<file path="src/rtl/rr_grant_arbiter8_pkg.sv">
// Shared definitions for the 8-way round-robin grant arbiter.
// Holds the FSM state encoding, requester count and index width, and the
// rotating-priority pick helper used by the arbiter core.
package rr_grant_arbiter8_pkg;

    localparam int unsigned N_REQ = 8;
    localparam int unsigned IDX_W = 3;

    typedef enum logic {
        IDLE  = 1'b0,
        GRANT = 1'b1
    } state_e;

    // First set bit of req scanning start, start+1, ... modulo N_REQ.
    // The index add wraps naturally in IDX_W bits. Returns 0 if req is empty.
    function automatic logic [IDX_W-1:0] rr_pick(
        input logic [N_REQ-1:0] req,
        input logic [IDX_W-1:0] start
    );
        logic [IDX_W-1:0] idx;
        logic [IDX_W-1:0] pick;
        logic             found;
        pick  = '0;
        found = 1'b0;
        for (int k = 0; k < int'(N_REQ); k++) begin
            idx = start + IDX_W'(k);
            if (req[idx] && !found) begin
                pick  = idx;
                found = 1'b1;
            end
        end
        return pick;
    endfunction

endpackage

</file>
<file path="src/rtl/rr_grant_arbiter8_decoder.sv">
// 3-to-8 one-hot decoder with enable.
// Ports: out   - one-hot output, all zero when enable is low
//        enable - output enable
//        in    - encoded index
module three_to_eight_decoder
    import rr_grant_arbiter8_pkg::*;
(
    output logic [N_REQ-1:0] out,
    input  logic             enable,
    input  logic [IDX_W-1:0] in
);

    always_comb begin
        out = '0;
        if (enable) begin
            out[in] = 1'b1;
        end
    end

endmodule

</file>
<file path="src/rtl/rr_grant_arbiter8.sv">
// Round-robin arbiter sharing one resource among 8 requesters.
// A grantee keeps the resource until it drops its request or has held it
// for HOLD_MAX cycles; the next winner is then picked in the same cycle,
// so hand-over has no bubble.
// Ports: clk         - rising-edge clock
//        reset       - synchronous active-high reset
//        req         - request vector, bit i = requester i
//        grant       - one-hot grant, zero when grant_valid is low
//        grant_id    - encoded index of the current grantee
//        grant_valid - high while a grant is held
module rr_grant_arbiter8
    import rr_grant_arbiter8_pkg::*;
#(
    parameter int unsigned HOLD_MAX = 4,
    parameter int unsigned CNT_W    = 8
) (
    input  logic             clk,
    input  logic             reset,
    input  logic [N_REQ-1:0] req,
    output logic [N_REQ-1:0] grant,
    output logic [IDX_W-1:0] grant_id,
    output logic             grant_valid
);

    state_e           state_q, state_d;
    logic [IDX_W-1:0] ptr_q, ptr_d;
    logic [CNT_W-1:0] hold_cnt_q, hold_cnt_d;
    logic [IDX_W-1:0] grant_id_q, grant_id_d;
    logic             grant_valid_q, grant_valid_d;

    logic             any_req;
    logic             release_c;
    logic             expire_c;
    logic [IDX_W-1:0] next_start;

    // Scanning from grant_id+1 makes the outgoing grantee lowest priority.
    assign next_start = grant_id_q + IDX_W'(1);
    assign any_req    = |req;
    assign release_c  = ~req[grant_id_q];
    assign expire_c   = (hold_cnt_q == CNT_W'(HOLD_MAX - 1));

    // Next-state and next-output logic.
    always_comb begin
        state_d       = state_q;
        ptr_d         = ptr_q;
        hold_cnt_d    = hold_cnt_q;
        grant_id_d    = grant_id_q;
        grant_valid_d = grant_valid_q;

        unique case (state_q)
            IDLE: begin
                if (any_req) begin
                    grant_id_d    = rr_pick(req, ptr_q);
                    grant_valid_d = 1'b1;
                    hold_cnt_d    = '0;
                    state_d       = GRANT;
                end
            end
            GRANT: begin
                if (release_c || expire_c) begin
                    ptr_d = next_start;
                    if (any_req) begin
                        grant_id_d = rr_pick(req, next_start);
                        hold_cnt_d = '0;
                    end else begin
                        grant_valid_d = 1'b0;
                        state_d       = IDLE;
                    end
                end else begin
                    hold_cnt_d = hold_cnt_q + CNT_W'(1);
                end
            end
            default: begin
                state_d = IDLE;
            end
        endcase
    end

    // State and output registers.
    always_ff @(posedge clk) begin
        if (reset) begin
            state_q       <= IDLE;
            ptr_q         <= '0;
            hold_cnt_q    <= '0;
            grant_id_q    <= '0;
            grant_valid_q <= 1'b0;
        end else begin
            state_q       <= state_d;
            ptr_q         <= ptr_d;
            hold_cnt_q    <= hold_cnt_d;
            grant_id_q    <= grant_id_d;
            grant_valid_q <= grant_valid_d;
        end
    end

    assign grant_id    = grant_id_q;
    assign grant_valid = grant_valid_q;

    three_to_eight_decoder u_dec (
        .out    (grant),
        .enable (grant_valid_q),
        .in     (grant_id_q)
    );

endmodule

</file>
<file path="config.mk">
export PLATFORM = sky130hd
export DESIGN_NAME = rr_grant_arbiter8
export DESIGN_NICKNAME = d
export VERILOG_FILES = /design/src/rtl/rr_grant_arbiter8_pkg.sv /design/src/rtl/rr_grant_arbiter8_decoder.sv /design/src/rtl/rr_grant_arbiter8.sv
export SDC_FILE = /design/constraint.sdc
export NUM_CORES = 1
export LEC_CHECK = 0
export CAP_MARGIN = 30
export CORE_UTILIZATION = 45
export DETAILED_ROUTE_END_ITERATION = 10
export GPL_ROUTABILITY_DRIVEN = 0
export GPL_TIMING_DRIVEN = 1
export PLACE_DENSITY_LB_ADDON = 0.2
export SLEW_MARGIN = 20
export SYNTH_ARGS = -nofsm -noshare
export SYNTH_HDL_FRONTEND = slang
export SYNTH_SLANG_ARGS = --single-unit
</file>
<file path="constraint.sdc">
create_clock -name clk -period 7.33 [get_ports clk]
set_input_delay 1.466 -clock clk [delete_from_list [all_inputs] [get_ports clk]]
set_output_delay 1.466 -clock clk [all_outputs]
set_load 0.02 [all_outputs]
</file>
* Word level (Yosys, flattened, before mapping)
Cells that the tools add are included.
** Word-level totals
- Register bits :: 16
- Word-level logic and storage cells :: 196
** Operators by class
- Add/subtract/negate cells :: 16
- Magnitude comparators :: 18
- Eq/ne operators :: 5
- Multiplexer cells :: 116
- Bitwise gates (word level) :: 2
- Reduce and logical (&&, ||, !) cells :: 34
** Operators with widths (count)
- two-way mux 1 bit :: 72
- < comparator 3 x 4 -> 1 bit (second input constant) :: 17
- two-way mux 3 bit :: 19
- binary-select mux 1 bit (select 3 bit) :: 17
- adder 3 bit (second input constant) :: 8
- two-way mux 8 bit :: 3
- one-hot mux 8 bit (2 select lines) :: 1
- logical AND 1 bit :: 15
- logical NOT 1 bit :: 14
- adder 3 x 2 -> 3 bit (second input constant) :: 4
- adder 3 x 1 -> 3 bit (second input constant) :: 3
- adder 8 x 1 -> 8 bit (second input constant) :: 1
- equality test 8 x 2 -> 1 bit (second input constant) :: 1
- OR reduction 8 bit :: 1
- one-hot mux 3 bit (2 select lines) :: 1
- AND reduction 3 bit :: 2
- != test 2 x 1 -> 1 bit (second input constant) :: 2
- != test 2 bit (second input constant) :: 2
- one-hot mux 1 bit (2 select lines) :: 2
- demux 1 bit (select 3 bit) :: 1
- greater-or-equal comparator 3 x 1 -> 1 bit (second input constant) :: 1
- NOT 1 bit :: 2
- AND reduction 2 bit :: 1
- logical OR 1 bit :: 1

* Longest topological paths before layout
Gate-level depths: netlist of the first run.
- Depth after elaboration :: 49
- Depth in mapped cells :: 13
- Mapped depth without buffers :: 10

* Cells and area by module
From an unflattened synthesis of the first run, not the netlist that was laid out.
** Second synthesis, totals
- Cell total of the unflattened synthesis :: 318
- Area total of the unflattened synthesis :: 2755.1 sq um
** Modules (own cells, without submodules)
- rr_grant_arbiter8 :: instances 1, cells each 310, area an instance 2660.1 sq um, sequential area each 320.3 sq um
- three_to_eight_decoder :: instances 1, cells each 8, area an instance 95.1 sq um, sequential area each 0.0 sq um

* Worst setup path before layout of the first run
No wires, ideal clock.
- Path type :: in2reg
- From :: input port req[7]
- To :: register grant_id_q[0] (netlist: grant_id[0])
- Data arrival time :: 3.545 ns
- Required time :: 7.251 ns
- Path slack :: 3.706 ns
- Stages :: 8
- Cell sequence :: mux4_1 -> or2_1 -> mux4_2 -> a211oi_1 -> a311oi_1 -> a21oi_2 -> a311oi_1 -> a211oi_2
** On the way
- Word-level cells in the longest chain between the ends :: 48
** RTL lines
- start: declaration :: line rr_grant_arbiter8.sv:19 : input logic [N_REQ-1:0] req,
- binary-select mux 1 bit (select 3 bit) :: line rr_grant_arbiter8_pkg.sv:27 : if (req[idx] && !found) begin
- two-way mux 1 bit (not written as such) :: line rr_grant_arbiter8_pkg.sv:27
- two-way mux 1 bit :: line rr_grant_arbiter8_pkg.sv:27
- two-way mux 1 bit :: line rr_grant_arbiter8.sv:62 : if (any_req) begin
- two-way mux 1 bit :: line rr_grant_arbiter8.sv:60 : if (release_c || expire_c) begin
- two-way mux 1 bit :: line rr_grant_arbiter8.sv:50 : unique case (state_q)
- logical NOT 1 bit :: line rr_grant_arbiter8_pkg.sv:27
- logical AND 1 bit :: line rr_grant_arbiter8_pkg.sv:27
- [... 32 more ...]
- two-way mux 1 bit :: line rr_grant_arbiter8.sv:60
- two-way mux 1 bit :: line rr_grant_arbiter8.sv:50
- logical NOT 1 bit :: line rr_grant_arbiter8_pkg.sv:27
- logical AND 1 bit :: line rr_grant_arbiter8_pkg.sv:27
- two-way mux 3 bit :: line rr_grant_arbiter8_pkg.sv:27
- two-way mux 3 bit :: line rr_grant_arbiter8.sv:62
- two-way mux 3 bit :: line rr_grant_arbiter8.sv:60
- one-hot mux 3 bit (2 select lines) :: line rr_grant_arbiter8.sv:50
- end signal: assignment :: line rr_grant_arbiter8.sv:91 : grant_id_q <= grant_id_d;
- end: declaration :: line rr_grant_arbiter8.sv:28 : logic [IDX_W-1:0] grant_id_q, grant_id_d;
Parallel ways exist; a longest one is shown, timed or not. The select of a mux whose other input is x is not followed.
A chain may end at the register's enable or synchronous reset.

* Worst setup path in the final report of the first run
Ends and elaborated chain as after synthesis.

==> impl_metrics.json, run 1 <==
{
  "status": "finished clean",
  "startpoint_type": "input pin",
  "critPathKind": "input pin to flop",
  "post_cts_buffers": 0,
  "cts_tree": "built",
  "totalWireLength_um": 6800,
  "critPathMaxFanout": 14,
  "dr_wl_met2_um": 3050,
  "cts_buffers": 3,
  "ios": 22,
  "final-hold-violation-count": 0,
  "multi_input_area_um2": 2180,
  "dpl-instance-area_um2": 2870,
  "report.final.setup_viol": 0,
  "layout-drive-gt1-share_pct": 14.4,
  "drt_iter0_drc": 267,
  "stdcell_count": 392,
  "cp_slowest_cell": "mux4_1",
  "crit_start": "req[7]",
  "ys_types": 60,
  "power_density_nw_per_um2": 392,
  "routed.top_layer": "met4",
  "ys_warn_count": 0,
  "setup_tns_ns": 0,
  "r2r-start": "ptr_q[1]$_SDFFE_PP0P_",
  "syn-cell-area_um2": 2660,
  "die_width_um": 78.9,
  "root_buffer": "clkbuf_8",
  "hp-class": "flop to flop",
  "ys.flop_type": "dfxtp_1",
  "synth-async-reset-ratio_pct": 0,
  "crit_arrival_ns": 4.51,
  "clock.fmax_ghz": 0.230,
  "clkTransAtPathRegs_ns": 0.06,
  "fillCellCount": 554,
  "first_global_vias": 2405,
  "slowest_delay_ns": 0.74,
  "vias_per_cell": 6.68,
  "cts_sinks": 16,
  "clock_skew_ns": 0.000714,
  "cts.repair.resized": 0,
  "cp_common_cell": "a311oi_1",
  "postSynthAreaPerCell_um2": 8.34,
  "syn_nets": 335,
  "routedWlPerCell_um": 17.3,
  "antenna_found_initial": 0,
  "layout_common_cells": "34 x nor2_1, 27 x a21oi_1, 25 x mux4_2",
  "rsz0062_at_grt": "false",
  "htreeDepth": 1,
  "dp_hpwl_um": 4900,
  "drtPass1Iterations": 5,
  "drv_cap": 0,
  "core_area_um2": 5610,
  "area_delta_synth_final_pct": 9.55,
  "route.met3.wl_um": 460,
  "insertion_delay_ns": 0.24,
  "stdcell_area_um2": 2910,
  "fp.dieH_um": 78.9,
  "drv_slew": 0,
  "hold_start": "hold_cnt_q[1]$_SDFF_PP0_",
  "rows": 27,
  "fin_crit_ns": 4.35,
  "tightestPinTransition_ns": 0.821,
  "drt-met1-wl_um": 3220,
  "critPathCaptureType": "flop",
  "syn-instance-count": 319,
  "grt_util_all_layers_pct": 22.8,
  "drc": 0,
  "ys_seq_area_share_pct": 12.0,
  "cts_hold_buf": 0,
  "grt_pass1_wl_um": 11500,
  "grt_max_degree": 23,
  "crit_chain": "clkdlybuf4s50_1, mux4_1, or2_0, mux4_2, a211oi_1, a311oi_1, a21oi_2, a311oi_1, a211oi_2",
  "die_area_um2": 6220,
  "relSlewSlack_pct": 45.2,
  "portBuffers": 21,
  "gr-total-overflow": 0,
  "antenna_cells": 0,
  "peakVddDrop_v": 0.000176,
  "cts.path.max_buffers": 2,
  "final_common_cell": "nor2_1",
  "ant_nets": 0,
  "vias": 2617,
  "dp.cells": 389,
  "start_util_pct": 47.4,
  "fin_crit_sh_pct": 59.4,
  "seqCellArea_um2": 320,
  "ys_ff_latch": 16,
  "nNetsFinal": 338,
  "power.leakage_uw": 0.00103,
  "crit_required_ns": 7.49,
  "synth_edf_count": 0
}
==> cells by family (layout without fill, tap and decap cells) <==
| kind of cell | count (synthesis) | after routing | synth area share [%] |
|---|---|---|---|
| AOI/OAI and AO/OA | 88 | 88 | 21.7 |
| xor gates and xnor gates | 7 | 7 | 3.34 |
| adders and majority gates | 6 | 6 | 2.82 |
| buffers and inverters | 39 | 40 | 6.11 |
| DFF | 16 | 16 | 12.0 |
| muxes | 52 | 52 | 32.9 |
| and+or+nand+nor | 111 | 111 | 21.1 |
==> power breakdown <==
group	leakage, µW	internal (µW)	switching (µW)
Sequential	0.000131	100	45.0
Clock	0.0000216	36.3	27.6
Combinational	0.000879	416	517
==> registers in the layout (all words and copies together) (netlist names) <==
signal,cells
state_q,1
hold_cnt_q,8
ptr_q,3
grant_id,3
grant_valid,1
==> per-stage QoR <==
| stage | hold WS, ns | util (%) | worst slack (ns) | total power, µW |
|---|---|---|---|---|
| detailed placement | 0.468 | 51.2 | 2.79 | 1060 |
| CTS | 0.479 | 52.0 | 3.02 | 1130 |
| floorplan | 0.444 | - | 3.71 | 878 |
| global placement | 0.459 | 51.0 | 2.83 | 1050 |
| finish | 0.481 | 52.0 | 2.98 | 1140 |
| global route | 0.515 | 52.0 | 2.79 | 1240 |
==> cell usage after synthesis, types with 3 or more instances <==
| cell type | n | area (µm²) |
|---|---|---|
| dfxtp_1 | 16 | 320 |
| o221ai_1 | 4 | 35.0 |
| nor2b_1 | 4 | 25.0 |
| nor3b_1 | 4 | 30.0 |
| mux2i_1 | 18 | 180 |
| or3_1 | 3 | 18.8 |
| nand3_1 | 11 | 55.1 |
| o21ai_0 | 16 | 80.1 |
| xnor2_1 | 4 | 35.0 |
| buf_2 | 7 | 35.0 |
| mux2_2 | 7 | 78.8 |
| o21ai_1 | 4 | 20.0 |
| mux4_2 | 25 | 563 |
| nor3_1 | 6 | 30.0 |
| a21oi_1 | 27 | 135 |
| and3_1 | 4 | 25.0 |
| nand2b_1 | 8 | 50.1 |
| nand2_1 | 21 | 78.8 |
| o211ai_1 | 5 | 37.5 |
| o22ai_1 | 5 | 31.3 |
| clkbuf_1 | 16 | 60.1 |
| nand3b_1 | 3 | 22.5 |
| inv_1 | 12 | 45.0 |
| a211oi_1 | 4 | 30.0 |
| nor2_1 | 34 | 128 |
| ha_1 | 6 | 75.1 |
==> layout make-up <==
class	instances	area share (%)
Sequential cell	16	11.0
Clock buffer	3	1.42
Inverter	14	1.80
Tap cell	72	3.09
Timing Repair Buffer	23	7.99
Multi-Input combinational cell	264	74.7
==> layer usage <==
metal,global-route usage (%),up-vias
li1,-,1224
met1,34.5,1269
met2,36.3,116
met3,1.03,8
met4,4.00,0
met5,0,-
==> final timing paths <==
kind,slack (ns),cells past startpoint,end
worst max register to register,3.55,10,grant_id[0]$_SDFFE_PP0P_
worst max-delay path,2.98,9,grant_id[0]$_SDFFE_PP0P_
worst min-delay path,0.48,2,hold_cnt_q[1]$_SDFF_PP0_
worst min register to register,0.48,2,hold_cnt_q[1]$_SDFF_PP0_
==> worst max-delay path, delay by kind of cell <==
| family | cells | cell delay [ns] |
|---|---|---|
| mux | 2 | 1.31 |
| compound gates | 5 | 0.86 |
| buf+inv | 1 | 0.63 |
| simple gates | 1 | 0.25 |
Note: power is estimated with default switching activity, not from simulation.
==> run 2, diff against run 1 <==
==> constraint.sdc (replaced) <==
create_clock -name clk -period 3.87 [get_ports clk]
set_input_delay 0.774 -clock clk [delete_from_list [all_inputs] [get_ports clk]]
set_output_delay 0.774 -clock clk [all_outputs]
set_load 0.02 [all_outputs]
==> impl_metrics.json, run 2 (synthesis results as in run 1) <==
{
  "dp.cells": 409,
  "clock.fmax_ghz": 0.279,
  "crit_arrival_ns": 3.75,
  "cts_buffers": 3,
  "slowest_delay_ns": 0.65,
  "power.leakage_uw": 0.00113,
  "startpoint_type": "input pin",
  "power_frac_clock_pct": 6.5,
  "internal-power_uw": 1130,
  "stdcell_count": 413,
  "fin_crit_sh_pct": 92.8,
  "critPathKind": "input pin to flop",
  "rows": 27,
  "antenna_found_initial": 0,
  "ios": 22,
  "layout-drive-gt1-share_pct": 19.6,
  "clock_skew_ns": 0.000958,
  "drt_iter0_drc": 328,
  "clkTransAtPathRegs_ns": 0.06,
  "cp_common_cell": "a311oi_1",
  "cts_hold_buf": 0,
  "rsz0062_at_grt": "false",
  "fp.dieH_um": 78.9,
  "largest_reg_flops": 8,
  "p_sw_uw": 1140,
  "peakVddDrop_v": 0.000288,
  "first_global_vias": 2402,
  "cts_tree": "built",
  "top_register": "hold_cnt_q",
  "crit_chain": "clkdlybuf4s50_1, mux4_1, or2_1, mux4_2, a211oi_1, a311oi_1, a21oi_2, a311oi_1, a211oi_2",
  "grt_max_degree": 22,
  "antenna_cells": 0,
  "hp-class": "flop to flop",
  "drv_slew": 0,
  "core_area_um2": 5610,
  "drv_cap": 0,
  "vias": 2662,
  "drtPass1Iterations": 5,
  "status": "finished clean",
  "htreeDepth": 1,
  "power_density_nw_per_um2": 739,
  "critPathMaxFanout": 14,
  "gr-total-overflow": 0,
  "die_width_um": 78.9,
  "vias_per_cell": 6.45,
  "root_buffer": "clkbuf_8",
  "drc": 0,
  "swShare_pct": 50.4,
  "nNetsFinal": 358,
  "dp_hpwl_um": 5400,
  "ant_nets": 0,
  "final-hold-violation-count": 0,
  "cts_sinks": 16,
  "cts.repair.resized": 0,
  "fin_crit_ns": 3.59,
  "start_util_pct": 47.4,
  "routedWlPerCell_um": 17.3,
  "grt_pass1_wl_um": 11900,
  "cts.path.max_buffers": 2,
  "crit_required_ns": 4.03,
  "cp_slowest_cell": "clkdlybuf4s50_1",
  "critPathCaptureType": "flop",
  "power_uw": 2270,
  "area_delta_synth_final_pct": 15.4,
  "die_area_um2": 6220,
  "seqPwrFrac_pct": 10.0,
  "relSlewSlack_pct": 57.8,
  "final_common_cell": "nor2_1",
  "fillCellCount": 555,
  "final_util_pct": 54.8,
  "setup_tns_ns": 0,
  "totalWireLength_um": 7130,
  "layout_common_cells": "34 x nor2_1, 27 x a21oi_1, 25 x mux4_2",
  "insertion_delay_ns": 0.25,
  "post_cts_buffers": 0,
  "portBuffers": 21,
  "tightestPinTransition_ns": 0.627,
  "p_comb_share_pct": 83.5,
  "report.final.setup_viol": 0,
  "final.setup.worst_slack_ns": 0.280,
  "grt_util_all_layers_pct": 23.9,
  "place_ws_ns": 0.104
}
-- run 2: changes by cell type in the layout (fill, tap and decap cells not counted), sizes merged --
cell,previous run,this run
buf,2,22
clkbuf,3,4
-- run 2: per-stage QoR --
stage               hold WS [ns]  area [µm²]
floorplan                  0.444        2660
global placement           0.461        3020
detailed placement         0.468        3020
CTS                        0.477        3070
global route               0.502        3070
finish                     0.472        3070
-- run 2: power groups by stage --
stage	Clock (µW)	Combinational, µW	Sequential, µW
finish	148	1890	227
global route	161	2070	233
CTS	153	1870	228
detailed placement	0	1860	232
global placement	0	1850	232
floorplan	0	1430	230
-- run 2: worst paths after layout --
check,from,to,slack (ns),cells past startpoint
worst min register to register,hold_cnt_q[1]$_SDFF_PP0_,hold_cnt_q[1]$_SDFF_PP0_,0.47,2
worst max-delay path,req[7],grant_id[0]$_SDFFE_PP0P_,0.28,9
worst max register to register,grant_id[0]$_SDFFE_PP0P_,grant_id[0]$_SDFFE_PP0P_,0.51,10
worst min-delay path,hold_cnt_q[1]$_SDFF_PP0_,hold_cnt_q[1]$_SDFF_PP0_,0.47,2
-- run 2: final cells by class --
type / instances / area (µm²) / share of cell area [%]
Sequential cell: 16 / 320 / 10.4
Clock buffer: 4 / 55.1 / 1.79
Inverter: 14 / 52.6 / 1.71
Timing Repair Buffer: 43 / 375 / 12.2
Multi-Input combinational cell: 264 / 2180 / 70.9
Tap cell: 72 / 90.1 / 2.93
-- run 2: routing by layer --
layer | global-route usage (%) | vias to the layer above | routed length [µm]
met3 | 1.84 | 6 | 425
met2 | 38.3 | 100 | 3250
met5 | 0 | - | 0
met1 | 35.4 | 1293 | 3400
met4 | 4.55 | 0 | 49
li1 | - | 1263 | -
-- run 2: worst max-delay path, delay by kind of cell --
family                 cells  cell delay [ns]
and+or+nand+nor            1             0.22
buffers and inverters      1             0.65
AOI/OAI and AO/OA          5             0.88
muxes                      2             1.21
